**config.mk**
```make
export PLATFORM = sky130hd
export DESIGN_NAME = mcp23s17_spi_master
export DESIGN_NICKNAME = d
export VERILOG_FILES = /design/src/rtl/spi_pkg.sv /design/src/rtl/spi_clk_tick.sv /design/src/rtl/mcp23s17_spi_master.sv
export SDC_FILE = /design/constraint.sdc
export NUM_CORES = 1
export LEC_CHECK = 0
export CELL_PAD_IN_SITES_DETAIL_PLACEMENT = 1
export CELL_PAD_IN_SITES_GLOBAL_PLACEMENT = 1
export CORE_UTILIZATION = 40
export CTS_CLUSTER_SIZE = 10
export DETAILED_ROUTE_END_ITERATION = 10
export MAX_ROUTING_LAYER = met4
export PLACE_DENSITY = 0.83
export SYNTH_ARGS = -nofsm -noshare
export SYNTH_HDL_FRONTEND = slang
export SYNTH_SLANG_ARGS = --single-unit
```
**constraint.sdc**
```tcl
create_clock -name clk -period 2.85 [get_ports clk]
set_clock_uncertainty 0.1 [all_clocks]
set_input_delay 0.285 -clock clk [delete_from_list [all_inputs] [get_ports clk]]
set_output_delay 0.285 -clock clk [all_outputs]
set_load 0.02 [all_outputs]
```
**src/rtl/spi_pkg.sv**
```systemverilog
// rtl/spi_pkg.sv - shared types and opcode helper for the MCP23S17 SPI master
package spi_pkg;

    typedef enum logic [2:0] {
        IDLE,
        CS_SETUP,
        SHIFT,
        CS_HOLD,
        GAP
    } spi_mst_state_t;

    localparam logic [3:0] MCP_OPCODE_HI = 4'b0100;

    function automatic logic [7:0] mcp_opcode(input logic [2:0] hw_addr, input logic rw);
        return {MCP_OPCODE_HI, hw_addr, rw};
    endfunction

endpackage

```
**src/rtl/spi_clk_tick.sv**
```systemverilog
// rtl/spi_clk_tick.sv - SCLK half-period divider producing a one-clk tick
module spi_clk_tick #(
    parameter int CLK_DIV = 4
) (
    input  logic clk,
    input  logic rstn,
    input  logic en,
    input  logic clr,
    output logic tick
);

    localparam int CW = (CLK_DIV > 1) ? $clog2(CLK_DIV) : 1;
    localparam logic [CW-1:0] TERM = CW'(CLK_DIV - 1);

    logic [CW-1:0] cnt;

    assign tick = en && (cnt == TERM);

    always_ff @(posedge clk or negedge rstn) begin
        if (!rstn) begin
            cnt <= '0;
        end else if (clr || !en || tick) begin
            cnt <= '0;
        end else begin
            cnt <= cnt + CW'(1);
        end
    end

endmodule

```
**src/rtl/mcp23s17_spi_master.sv**
```systemverilog
// rtl/mcp23s17_spi_master.sv - mode-0 SPI initiator issuing MCP23S17 register frames
module mcp23s17_spi_master
    import spi_pkg::*;
#(
    parameter int         CLK_DIV = 4,
    parameter logic [2:0] HW_ADDR = 3'b000,
    parameter int         MAX_RD  = 2
) (
    input  logic       clk,
    input  logic       rstn,
    input  logic       start_i,
    input  logic       rw_i,
    input  logic [7:0] reg_addr_i,
    input  logic [7:0] wdata_i,
    input  logic [1:0] rd_len_i,
    output logic       busy_o,
    output logic       done_o,
    output logic [7:0] rdata_o,
    output logic       rdata_vld_o,
    output logic       sclk_o,
    output logic       csn_o,
    output logic       mosi_o,
    input  logic       miso_i
);

    localparam int BW = $clog2(MAX_RD + 3);

    spi_mst_state_t state, state_d;

    logic          tick;
    logic          accept;
    logic          do_rise;
    logic          do_fall;
    logic          last_fall;
    logic          rw_q;
    logic [7:0]    addr_q;
    logic [7:0]    wdata_q;
    logic [BW-1:0] nbytes_q;
    logic [BW-1:0] byte_idx;
    logic [2:0]    bit_idx;
    logic [6:0]    rx_q;
    logic [BW-1:0] rd_bytes;
    logic [BW-1:0] frame_bytes;
    logic [7:0]    tx_byte;

    spi_clk_tick #(
        .CLK_DIV(CLK_DIV)
    ) u_tick (
        .clk (clk),
        .rstn(rstn),
        .en  (state != IDLE),
        .clr (accept),
        .tick(tick)
    );

    // Frame length is fixed here from the live command inputs and latched at accept.
    always_comb begin
        rd_bytes = BW'(rd_len_i);
        if (rd_len_i == 2'd0) begin
            rd_bytes = BW'(1);
        end else if (int'(rd_len_i) > MAX_RD) begin
            rd_bytes = BW'(MAX_RD);
        end
        frame_bytes = rw_i ? (BW'(2) + rd_bytes) : BW'(3);
    end

    always_comb begin
        tx_byte = rw_q ? 8'h00 : wdata_q;
        if (byte_idx == BW'(0)) begin
            tx_byte = mcp_opcode(HW_ADDR, rw_q);
        end else if (byte_idx == BW'(1)) begin
            tx_byte = addr_q;
        end
    end

    always_ff @(posedge clk or negedge rstn) begin
        if (!rstn) begin
            state <= IDLE;
        end else begin
            state <= state_d;
        end
    end

    // The done cycle doubles as an idle slot so a held start_i restarts with one GAP of CS high.
    always_comb begin
        state_d   = state;
        busy_o    = (state != IDLE);
        done_o    = 1'b0;
        accept    = 1'b0;
        do_rise   = 1'b0;
        do_fall   = 1'b0;
        last_fall = 1'b0;
        case (state)
            IDLE: begin
                accept = start_i;
                if (start_i) begin
                    state_d = CS_SETUP;
                end
            end
            CS_SETUP: begin
                if (tick) begin
                    do_rise = 1'b1;
                    state_d = SHIFT;
                end
            end
            SHIFT: begin
                if (tick) begin
                    if (!sclk_o) begin
                        do_rise = 1'b1;
                    end else begin
                        do_fall = 1'b1;
                        if (byte_idx == nbytes_q) begin
                            last_fall = 1'b1;
                            state_d   = CS_HOLD;
                        end
                    end
                end
            end
            CS_HOLD: begin
                if (tick) begin
                    state_d = GAP;
                end
            end
            GAP: begin
                if (tick) begin
                    done_o  = 1'b1;
                    busy_o  = 1'b0;
                    accept  = start_i;
                    state_d = start_i ? CS_SETUP : IDLE;
                end
            end
            default: state_d = IDLE;
        endcase
    end

    always_ff @(posedge clk or negedge rstn) begin
        if (!rstn) begin
            csn_o       <= 1'b1;
            sclk_o      <= 1'b0;
            mosi_o      <= 1'b0;
            rdata_o     <= 8'h00;
            rdata_vld_o <= 1'b0;
            rw_q        <= 1'b0;
            addr_q      <= 8'h00;
            wdata_q     <= 8'h00;
            nbytes_q    <= '0;
            byte_idx    <= '0;
            bit_idx     <= 3'd7;
            rx_q        <= 7'h00;
        end else begin
            rdata_vld_o <= 1'b0;
            if (accept) begin
                rw_q     <= rw_i;
                addr_q   <= reg_addr_i;
                wdata_q  <= wdata_i;
                nbytes_q <= frame_bytes;
                byte_idx <= '0;
                bit_idx  <= 3'd7;
                csn_o    <= 1'b0;
                sclk_o   <= 1'b0;
                mosi_o   <= mcp_opcode(HW_ADDR, rw_i) >> 7;
            end
            if (do_rise) begin
                sclk_o  <= 1'b1;
                rx_q    <= {rx_q[5:0], miso_i};
                bit_idx <= bit_idx - 3'd1;
                if (bit_idx == 3'd0) begin
                    byte_idx <= byte_idx + BW'(1);
                    if (rw_q && (byte_idx >= BW'(2))) begin
                        rdata_o     <= {rx_q, miso_i};
                        rdata_vld_o <= 1'b1;
                    end
                end
            end
            if (do_fall) begin
                sclk_o <= 1'b0;
                mosi_o <= last_fall ? 1'b0 : tx_byte[bit_idx];
            end
            if ((state == CS_HOLD) && tick) begin
                csn_o <= 1'b1;
            end
        end
    end

endmodule

```
After elaboration in Yosys (flattened, before gate mapping):

Cells that the tools add are included.

* div/mod/pow operators: 0
* reductions and logical operators: 17
* $add $sub $neg: 4
* shift operators: 0
* $lt $le $gt $ge: 3
* muxes and demuxes: 48
* $mul: 0
* equal/unequal tests: 14
* bitwise logic cells: 0

Operators with widths (count)
* 3-bit 2-to-1 mux: 14
* 1-bit 2-to-1 mux: 25
* 8-bit 2-to-1 mux: 3
* 3-bit case mux with 5 select lines: 1
* 2-bit != test (second input constant): 7
* 3-bit zero test: 3
* 7-bit AND reduction: 1
* 3-bit by 1-bit equality test with 1-bit output (second input constant): 2
* 3-bit by 2-bit equality test with 1-bit output (second input constant): 2
* 2-bit nonzero test: 3
* 3-bit nonzero test: 2
* 3-bit by 4-bit < comparator with 1-bit output (second input constant): 1
* 2-bit 2-to-1 mux: 2
* 1-bit case mux with 2 select lines: 2
* 2-bit by 3-bit adder with 3-bit output (first input constant): 1
* 3-bit by 1-bit adder with 3-bit output (second input constant): 1
* 1-bit binary-select mux with 3-bit select: 1
* 3-bit equality test: 1
* 3-bit equality test (second input constant): 1
* 3-bit by 2-bit greater-or-equal comparator with 1-bit output (second input constant): 1
* 1-bit logical AND: 3
* 3-bit AND reduction: 1
* 3-bit by 1-bit subtractor with 3-bit output (second input constant): 1
* 2-bit by 1-bit adder with 2-bit output (second input constant): 1
* 5 further kinds: 6

* memory bits (read-only): 0
* input bits: 23
* logic and storage cells: 100
* output and inout port bits: 14
* bits in latches: 0
* register bits: 50
* memories: 0
* memory bits (writable): 0

Depth between registers and ports, before layout:

Gate-level depths: netlist of run 1.

* depth after elaboration: 7
* depth in mapped cells: 7
* mapped depth without buffers: 7

Hierarchy:

A second synthesis of run 1 with hierarchy kept.

* cells, all modules: 238
* area, all modules: 2439.8 um^2

By module, submodules not included
* mcp23s17_spi_master: sequential area each 1206.2 um^2, cells each 232, area an instance 2343.5 um^2, times used 1
* spi_clk_tick: sequential area each 50.0 um^2, cells each 6, area an instance 96.3 um^2, times used 1

Worst setup path after synthesis of run 1:

OpenSTA, ideal clock, no wires.

* path type: register to register
* start point: register u_tick.cnt[0]
* end point: register rdata_o[6]
* slack: 848 ps
* library setup time: 125 ps
* data arrival time: 1777 ps
* period minus slack after synthesis: 2002 ps
* buffers on the path: 1
* required time: 2625 ps
* cell stages (with the launch flop): 8
* cells stage by stage: dfrtp_1 > ha_1 > and2b_1 > buf_4 > o21ai_4 > nor3b_4 > o311ai_4 > mux2_4

* longest elaborated chain between the ends: 5
* elaborated cells between the ends (all ways): 6
* those cells by class: eq/ne (1); mux (3); reduce/logical (2)

RTL lines
* start, declared: RTL line spi_clk_tick.sv:15 `logic [CW-1:0] cnt;`
* start signal, assigned: RTL line spi_clk_tick.sv:25 `cnt <= cnt + CW'(1);`
* 2-bit equality test (*): RTL line spi_clk_tick.sv:17 `assign tick = en && (cnt == TERM);`
* 1-bit logical AND (*): RTL line spi_clk_tick.sv:17
* 1-bit 2-to-1 mux (on tied branches): RTL line mcp23s17_spi_master.sv:107, mcp23s17_spi_master.sv:101
* 1-bit case mux with 2 select lines (*): RTL line mcp23s17_spi_master.sv:93 `case (state)`
* 3-bit AND reduction (no source line) (*)
* end signal, assigned: RTL line mcp23s17_spi_master.sv:170 `rdata_o <= {rx_q, miso_i};`
* end, declared: RTL line mcp23s17_spi_master.sv:18 `output logic [7:0] rdata_o,`

Every way passes the cells marked *; elsewhere a longest branch is shown, timed or not.
A chain may end at the register's enable or synchronous reset.

Worst setup path in the final report of run 1:

Ends and elaborated chain as after synthesis.

==> flow_metrics.env, run 1 <==
export IMPL_worstSetupStartpointType="register"
export IMPL_total_power_mw=2.53
export IMPL_cp_depth=6
export IMPL_nNetsFinal=302
export IMPL_grt_use_total=0.185
export IMPL_synth_edf_count=0
export IMPL_synth_fp_nets=269
export IMPL_finish_utilization=0.523
export IMPL_hold_viol_final=0
export IMPL_synth_async_reset_ratio=1.00
export IMPL_synthFlopType="dfrtp_1"
export IMPL_areaGrowthSynthToFinish_pct=22.5
export IMPL_grt_pass1_vias=1885
export IMPL_layout_common_cells="62 x nand2_1, 46 x dfrtp_1, 34 x clkdlybuf4s50_1, 14 x o21ai_0, 14 x mux2_2"
export IMPL_grt_overflow_total=0
export IMPL_drtPass1Iterations=4
export IMPL_n_fill_cell=645
export IMPL_hold_path_class="in -> async"
export IMPL_vias=1790
export IMPL_drive_above_1_share=0.132
export IMPL_cts_resized=0
export IMPL_criticalPathCategory="reg -> reg"
export IMPL_die_h_um=79.9
export IMPL_port_buffers=35
export IMPL_wl_per_cell_um=14.6
export IMPL_cp_num_buf_inv=0
export IMPL_viasPerCell=5.19
export IMPL_required_ns=2.96
export IMPL_syn_mean_instance_area_um2=10.1
export IMPL_p_per_area_mw_per_mm2=853
export IMPL_setup_viol=0
export IMPL_clock_path_buffers=2
export IMPL_htree_num_levels=2
export IMPL_r2r_cells=6
export IMPL_io_pins=37
export IMPL_fp_dieW_um=79.9
export IMPL_die_area_mm2=0.00638
export IMPL_syn_area_mm2=0.00242
export IMPL_tns_ns=0
export IMPL_drt_initial_drc_count=46
export IMPL_synth_warnings=0
export IMPL_drc=0
export IMPL_place_congestion=0.811
export IMPL_rsz0062_at_grt="false"
export IMPL_cp_arrival_ns=2.50
export IMPL_synth_seq_cells=50
export IMPL_grt_max_degree=51
export IMPL_postRouteAntennaNets=0
export IMPL_post_cts_buffers=0
export IMPL_vdd_drop_max_uv=368
export IMPL_status="finished, final reports clean"
export IMPL_insertion_delay_ns=0.31
export IMPL_antenna_found_initial=0
export IMPL_fin_crit_sh=0.839
export IMPL_core_area_mm2=0.00568
export IMPL_path_max_fanout=15
export IMPL_relSlewSlack=0.269
export IMPL_routed_wl_mm=5.05
export IMPL_grt_pass1_wl_mm=8.98
export IMPL_cts_buffers=5
export IMPL_p_leak_nw=1.38
export IMPL_cp_cell_sequence="ha_1, and2b_1, o21ai_4, nor3b_4, o311ai_4, mux2_4"
export IMPL_layout_min_cycle_time_ns=2.39
export IMPL_cts_root_buf="clkbuf_8"
export IMPL_start_util=0.427
export IMPL_cts_sinks=50
export IMPL_timing_fmax_ghz=0.418
export IMPL_critPathSlowestCell="nor3b_4"
export IMPL_drv_cap=0
export IMPL_hold_buffers=0
export IMPL_cp_end_kind="register"
export IMPL_cp_top_family="simple AND/OR/NAND/NOR gates"
export IMPL_final_common_cell="nand2_1"
export IMPL_report_final_slew_viol_count=0
export IMPL_tightest_slew_ns=1.10
export IMPL_netlist_cell_type_count=44
export IMPL_ys_seq_area_frac=0.518
export IMPL_num_antenna_cells=0
export IMPL_rows=27
export IMPL_slowest_delay_ns=0.40
export IMPL_synthCells=239
export IMPL_cts_tree="done"
export IMPL_clk_pin_slew_ns=0.10
export IMPL_hpwlAfterDp_mm=3.45
==> final timing paths <==
kind	from	to	slack, ns
worst min-delay path	rstn	rdata_o[6]	0.06
max in group asynchronous	rstn	addr_q[7]	1.89
worst max-delay path	u_tick.cnt[0]	rdata_o[6]	0.46
min in group clk	u_tick.cnt[0]	u_tick.cnt[0]	0.35
worst min register to register	u_tick.cnt[0]	u_tick.cnt[0]	0.35
worst max register to register	u_tick.cnt[0]	rdata_o[6]	0.46
==> cell usage after synthesis, types with 2 or more instances <==
cell | n | share of area
o21ai_0 | 14 | 0.029
nor3b_1 | 2 | 0.0062
nand2b_1 | 4 | 0.010
o22ai_1 | 2 | 0.0052
o21a_1 | 4 | 0.012
a21oi_1 | 7 | 0.014
nor3_1 | 5 | 0.010
nor2b_1 | 3 | 0.0077
ha_1 | 7 | 0.036
and3_1 | 3 | 0.0077
xnor2_1 | 4 | 0.014
buf_2 | 2 | 0.0041
mux2i_1 | 4 | 0.017
nor2_1 | 6 | 0.0093
inv_1 | 9 | 0.014
clkbuf_1 | 8 | 0.012
mux2_2 | 14 | 0.065
nand2_1 | 62 | 0.096
dfrtp_1 | 46 | 0.47
nand3b_1 | 2 | 0.0062
nand3_1 | 5 | 0.010
dfstp_2 | 4 | 0.043
==> power breakdown <==
part	total, mW	switching (mW)	internal [mW]
Combinational	0.739	0.383	0.356
Clock	0.594	0.242	0.352
Sequential	1.20	0.237	0.963
==> logic make-up (layout without fill, tap and decap cells) <==
kind of cell               after synthesis  count (layout)  synth area share
AOI/OAI and AO/OA                       39              39             0.114
adders and majority gates                7               7            0.0361
and+or+nand+nor                         99              99             0.192
muxes                                   19              19            0.0877
buffers and inverters                   20              54            0.0335
xor gates and xnor gates                 5               5            0.0181
DFF                                     50              50             0.518
==> routing by layer <==
| metal | track usage | vias up | wire length, um |
|---|---|---|---|
| met4 | 0.0429 | 0 | 54 |
| met5 | - | - | 0 |
| met1 | 0.222 | 871 | 2360 |
| met2 | 0.320 | 37 | 2490 |
| li1 | - | 875 | - |
| met3 | 0.0377 | 7 | 154 |
==> metrics by stage <==
stage	worst slack, ns	area (um2)	hold WS (ns)	std cells
floorplan	0.848	2420	-0.111	239
global placement	0.493	2830	0.327	337
detailed placement	0.482	2830	0.339	337
CTS	0.439	2970	0.113	345
global route	0.275	2970	0.168	345
finish	0.460	2970	0.0640	345
==> layout make-up <==
type,count,area [um2],area share
clock buffer,5,68.8,0.0232
clock inverter,3,68.8,0.0232
inverter,9,33.8,0.0114
multi-input combinational,169,1090,0.368
sequential,50,1260,0.423
tap,72,90.1,0.0303
timing repair buffer,37,360,0.121
==> registers in the layout, indices dropped and copies added (netlist names), 2 cells and up <==
signal      flops
nbytes_q        3
rdata_o         8
wdata_q         8
addr_q          8
rx_q            7
byte_idx        3
state           3
bit_idx         3
u_tick.cnt      2
No activity file was read; power rests on OpenSTA's default activity.
==> run 2: changes to the inputs <==
Settings changed: CORE_UTILIZATION 40 to 37, PLACE_DENSITY 0.83 to 0.8.
Clock period 2.85 ns to 2.1 ns, I/O delays scaled along.
==> run 2 against run 1 <==
Effect of this change: sequential share of layout area shrank 1.6 points; utilization shrank 3.7 points; wire length grew 3.5%; highest routed layer unchanged; global-route usage shrank 1.5 points; critical endpoint is now mosi_o; critical path type unchanged; sequential power grew 33%.
==> flow_metrics.env, run 2 (same netlist as run 1, synthesis figures left out) <==
export IMPL_status="finished, final reports clean"
export IMPL_die_area_mm2=0.00688
export IMPL_fp_dieW_um=83.0
export IMPL_io_pins=37
export IMPL_insertion_delay_ns=0.31
export IMPL_num_antenna_cells=0
export IMPL_vdd_drop_max_uv=495
export IMPL_fin_crit_sh=0.958
export IMPL_cts_tree="done"
export IMPL_grt_overflow_total=0
export IMPL_place_congestion=0.819
export IMPL_rows=29
export IMPL_wl_met1_mm=2.37
export IMPL_required_ns=2.25
export IMPL_drt_initial_drc_count=80
export IMPL_layout_common_cells="62 x nand2_1, 45 x dfrtp_1, 32 x clkdlybuf4s50_1, 14 x o21ai_0, 14 x mux2_2"
export IMPL_design_area_mm2=0.00309
export IMPL_grt_pass1_wl_mm=9.12
export IMPL_reg_top3="addr_q: 8 flops, rdata_o: 8 flops, wdata_q: 8 flops"
export IMPL_hold_path_class="in -> async"
export IMPL_setup_viol=0
export IMPL_cts_buffers=5
export IMPL_place_inst=355
export IMPL_relSlewSlack=0.618
export IMPL_antenna_found_initial=0
export IMPL_drtPass1Iterations=4
export IMPL_routed_wl_mm=5.23
export IMPL_p_per_area_mw_per_mm2=1120
export IMPL_hpwlAfterDp_mm=3.85
export IMPL_cts_root_buf="clkbuf_8"
export IMPL_nNetsFinal=316
export IMPL_timing_fmax_ghz=0.497
export IMPL_slowest_delay_ns=0.40
export IMPL_rr_startpoint="byte_idx[1]"
export IMPL_wl_per_cell_um=14.4
export IMPL_cp_cell_sequence="inv_1, ha_1, nor2b_1, nand2_1, a2111o_1, a31oi_1, o32a_1"
export IMPL_post_cts_buffers=0
export IMPL_tightest_slew_ns=0.572
export IMPL_cp_num_buf_inv=1
export IMPL_cp_end_kind="register"
export IMPL_port_buffers=35
export IMPL_drv_cap=0
export IMPL_path_max_fanout=5
export IMPL_final_common_cell="nand2_1"
export IMPL_fin_cells=364
export IMPL_htree_num_levels=2
export IMPL_cp_arrival_ns=2.16
export IMPL_grt_pass1_vias=1964
export IMPL_top_layer="met4"
export IMPL_drive_above_1_share=0.181
export IMPL_n_fill_cell=710
export IMPL_grt_use_total=0.170
export IMPL_start_util=0.382
export IMPL_clk_pin_slew_ns=0.09
export IMPL_grt_max_degree=30
export IMPL_crit_start="byte_idx[1]"
export IMPL_p_leak_nw=1.45
export IMPL_areaGrowthSynthToFinish_pct=27.5
export IMPL_rrSetupSlack_ns=0.09
export IMPL_viasPerCell=5.05
export IMPL_placed_cell_area_mm2=0.00296
export IMPL_cts_sinks=50
export IMPL_wl_met3_um=133
export IMPL_r2r_end="mosi_o"
export IMPL_die_h_um=83.0
export IMPL_tns_ns=0
export IMPL_layout_min_cycle_time_ns=2.01
export IMPL_postRouteAntennaNets=0
export IMPL_r2r_cells=7
export IMPL_report_final_slew_viol_count=0
export IMPL_finish_utilization=0.487
export IMPL_core_area_mm2=0.00635
export IMPL_critPathSlowestCell="dfrtp_1"
export IMPL_vias=1837
export IMPL_worstSetupStartpointType="register"
export IMPL_criticalPathCategory="reg -> reg"
export IMPL_hold_viol_final=0
export IMPL_cp_top_family="compound AO/OA/AOI/OAI gates"
export IMPL_drc=0
export IMPL_rsz0062_at_grt="false"
export IMPL_wl_met2_mm=2.67
export IMPL_clock_path_buffers=2
## run 2: cell count changes in the layout (fill, tap and decap cells not counted), moves of 2 or more
cell / previous run / this run
buf_4: 2 / 13
buf_12: 0 / 2
clkdlybuf4s50_1: 34 / 32
dlygate4sd2_1: 0 / 2
## run 2: worst max-delay path by stage
stage / endpoint / depth (start not counted) / slack [ns]
after floorplan: rdata_o[6] / 7 / 0.1
after global placement: mosi_o / 6 / 0.09
after detailed placement: mosi_o / 6 / 0.05
after CTS: mosi_o / 6 / 0.04
after global routing: mosi_o / 7 / 0.0003
final: mosi_o / 7 / 0.09
## run 2: routing by layer
metal | GRT usage | vias up
li1 | - | 899
met1 | 0.206 | 902
met2 | 0.291 | 30
met3 | 0.0328 | 6
met4 | 0.0423 | 0
met5 | - | -
## run 2: metrics by stage
stage,hold WS (ns),power [mW],worst slack (ns)
floorplan,-0.186,2.32,0.0978
global placement,0.119,2.71,0.0945
detailed placement,0.128,2.79,0.0529
CTS,0.318,3.50,0.0360
global route,0.331,3.71,0.000308
finish,0.310,3.45,0.0886
## run 2: what timing repair did
item                                   CTS  global route
endpoints found under the hold margin   20             0
hold buffers                             1             0
setup endpoints to repair                2             1
gates resized for setup                  3             2
## run 2: power by group
| group | leakage, nW | internal [mW] | switching (mW) |
|---|---|---|---|
| Combinational | 0.760 | 0.574 | 0.590 |
| Sequential | 0.630 | 1.31 | 0.276 |
| Clock | 0.0587 | 0.361 | 0.336 |
| Total | 1.45 | 2.25 | 1.20 |
## run 2: area by class of cell
| type | count | area (um2) | share of cell area |
|---|---|---|---|
| clock buffers | 5 | 68.8 | 0.0223 |
| inverters | 9 | 33.8 | 0.0109 |
| clock inverters | 3 | 47.5 | 0.0154 |
| well taps | 77 | 96.3 | 0.0312 |
| multi-input cells | 169 | 1100 | 0.355 |
| flip-flops and latches | 50 | 1260 | 0.407 |
| repair buffers | 51 | 490 | 0.159 |
## run 2: worst reg2reg max path, cell delays in order, from the launching register on
cell and delay, ns:
dfrtp_1 0.40, inv_1 0.10, ha_1 0.24, nor2b_1 0.30, nand2_1 0.10, a2111o_1 0.37
a31oi_1 0.20, o32a_1 0.15
==> run 3: changes to the inputs <==
Settings changed: CORE_UTILIZATION 37 to 39, CTS_BUF_LIST from default to sky130_fd_sc_hd__clkbuf_2, PLACE_DENSITY 0.8 to 0.84.
==> run 3 against run 2 <==
Effect of this change: clock-buffer cell count unchanged; combinational power grew 8%; critical path depth shrank 1; register-to-register slack barely moved; sequential power hardly changed; critical endpoint is now rdata_o[7].
==> flow_metrics.env, run 3 (same netlist as run 1, synthesis figures left out) <==
export IMPL_status="finished, final reports clean"
export IMPL_place_ws_ns=0.0824
export IMPL_grt_max_degree=28
export IMPL_layout_min_cycle_time_ns=2.01
export IMPL_p_per_area_mw_per_mm2=1070
export IMPL_cp_cell_sequence="buf_4, nor3b_2, o21ai_4, nor3b_4, o311ai_4, mux2_2"
export IMPL_cts_sinks=50
export IMPL_drt_initial_drc_count=47
export IMPL_grt_pass1_wl_mm=9.17
export IMPL_port_buffers=35
export IMPL_cts_buffers=5
export IMPL_grt_overflow_total=0
export IMPL_rows=28
export IMPL_worstSetupStartpointType="register"
export IMPL_postRouteAntennaNets=0
export IMPL_grt_use_total=0.190
export IMPL_viasPerCell=5.06
export IMPL_start_util=0.407
export IMPL_fin_ws_ns=0.0947
export IMPL_relSlewSlack=0.603
export IMPL_cp_arrival_ns=2.27
export IMPL_insertion_delay_ns=0.46
export IMPL_cp_top_family="flip-flops"
export IMPL_final_common_cell="nand2_1"
export IMPL_finish_utilization=0.514
export IMPL_vias=1857
export IMPL_hpwlAfterDp_mm=4.04
export IMPL_cts_tree="done"
export IMPL_report_final_slew_viol_count=0
export IMPL_routed_wl_mm=5.51
export IMPL_reg_top3="addr_q: 8 flops, rdata_o: 8 flops, wdata_q: 8 flops"
export IMPL_required_ns=2.36
export IMPL_clk_pin_slew_ns=0.28
export IMPL_num_antenna_cells=0
export IMPL_cp_num_buf_inv=1
export IMPL_htree_num_levels=2
export IMPL_n_fill_cell=693
export IMPL_p_leak_nw=1.45
export IMPL_timing_fmax_ghz=0.499
export IMPL_place_congestion=0.822
export IMPL_drv_cap=0
export IMPL_die_area_mm2=0.00654
export IMPL_cp_end_kind="register"
export IMPL_nNetsFinal=321
export IMPL_io_pins=37
export IMPL_die_h_um=80.9
export IMPL_grt_pass1_vias=1861
export IMPL_vdd_drop_max_uv=396
export IMPL_fin_crit_sh=0.955
export IMPL_clock_path_buffers=2
export IMPL_critPathSlowestCell="dfrtp_2"
export IMPL_core_area_mm2=0.00596
export IMPL_cts_root_buf="clkbuf_2"
export IMPL_fp_dieW_um=80.9
export IMPL_drc=0
export IMPL_tightest_slew_ns=0.596
export IMPL_slowest_delay_ns=0.51
export IMPL_drive_above_1_share=0.202
export IMPL_tns_ns=0
export IMPL_drtPass1Iterations=4
export IMPL_wl_per_cell_um=15.0
export IMPL_criticalPathCategory="reg -> reg"
export IMPL_path_max_fanout=9
export IMPL_layout_common_cells="62 x nand2_1, 45 x dfrtp_1, 32 x clkdlybuf4s50_1, 18 x buf_4"
export IMPL_hold_viol_final=0
export IMPL_antenna_found_initial=0
export IMPL_hold_path_class="in -> reg"
export IMPL_areaGrowthSynthToFinish_pct=26.3
export IMPL_rrSetupSlack_ns=0.09
export IMPL_setup_viol=0
-- run 3: cell types whose count changed in the layout (fill, tap and decap cells not counted), moves of 2 or more --
cell / delta
buf_4: +5
clkbuf_2: +6
clkbuf_8: -5
dlygate4sd2_1: -2
-- run 3: cell type report --
type | instances | area [um2] | share of cell area
Clock inverter | 3 | 28.8 | 0.00940
Inverter | 9 | 33.8 | 0.0110
Clock buffer | 5 | 25.0 | 0.00817
Tap cell | 75 | 93.8 | 0.0306
Timing Repair Buffer | 56 | 526 | 0.172
Multi-Input combinational cell | 169 | 1100 | 0.359
Sequential cell | 50 | 1260 | 0.411
-- run 3: final timing paths --
kind,startpoint,endpoint,cells after the start
worst min register to register,u_tick.cnt[0],u_tick.cnt[0],1
max in group asynchronous,rstn,bit_idx[1],3
worst max register to register,state[0],rdata_o[7],6
min in group asynchronous,rstn,wdata_q[2],2
worst max-delay path,state[0],rdata_o[7],6
worst min-delay path,wdata_i[7],wdata_q[7],3
-- run 3: per-stage QoR --
stage / std cells / power, mW / cell area (um2) / hold WS (ns)
floorplan: 239 / 2.32 / 2420 / -0.186
global placement: 355 / 2.72 / 2970 / 0.144
detailed placement: 355 / 2.82 / 2970 / 0.152
CTS: 364 / 3.26 / 3040 / 0.128
global route: 367 / 3.52 / 3060 / 0.122
finish: 367 / 3.26 / 3060 / 0.141
-- run 3: what timing repair did --
item	4_1_cts	5_1_grt
endpoints found under the setup margin	2	3
gates cloned	0	0
hold endpoints to repair	23	0
setup buffers	0	3
gates resized for setup	3	6
pin swaps	0	0
hold buffers	1	0
-- run 3: power breakdown --
part / switching (mW) / leakage, nW / internal, mW
combinational: 0.636 / 0.781 / 0.612
sequential: 0.264 / 0.630 / 1.31
clock: 0.347 / 0.0351 / 0.0966
total: 1.25 / 1.45 / 2.02
-- run 3: worst min-delay path: stages --
cell and delay (ns):
clkdlybuf4s50_1 0.39, nand2_1 0.05, nand2_1 0.04
-- run 3: metal layers --
metal  vias up  share of wire  global-route usage  wire length (um)
met2        33           0.52               0.322              2860
met5         -              0                   -                 0
met4         0          0.011              0.0482                61
li1        910              -                   -                 -
met1       908           0.44               0.233              2440
met3         6          0.026              0.0371               144
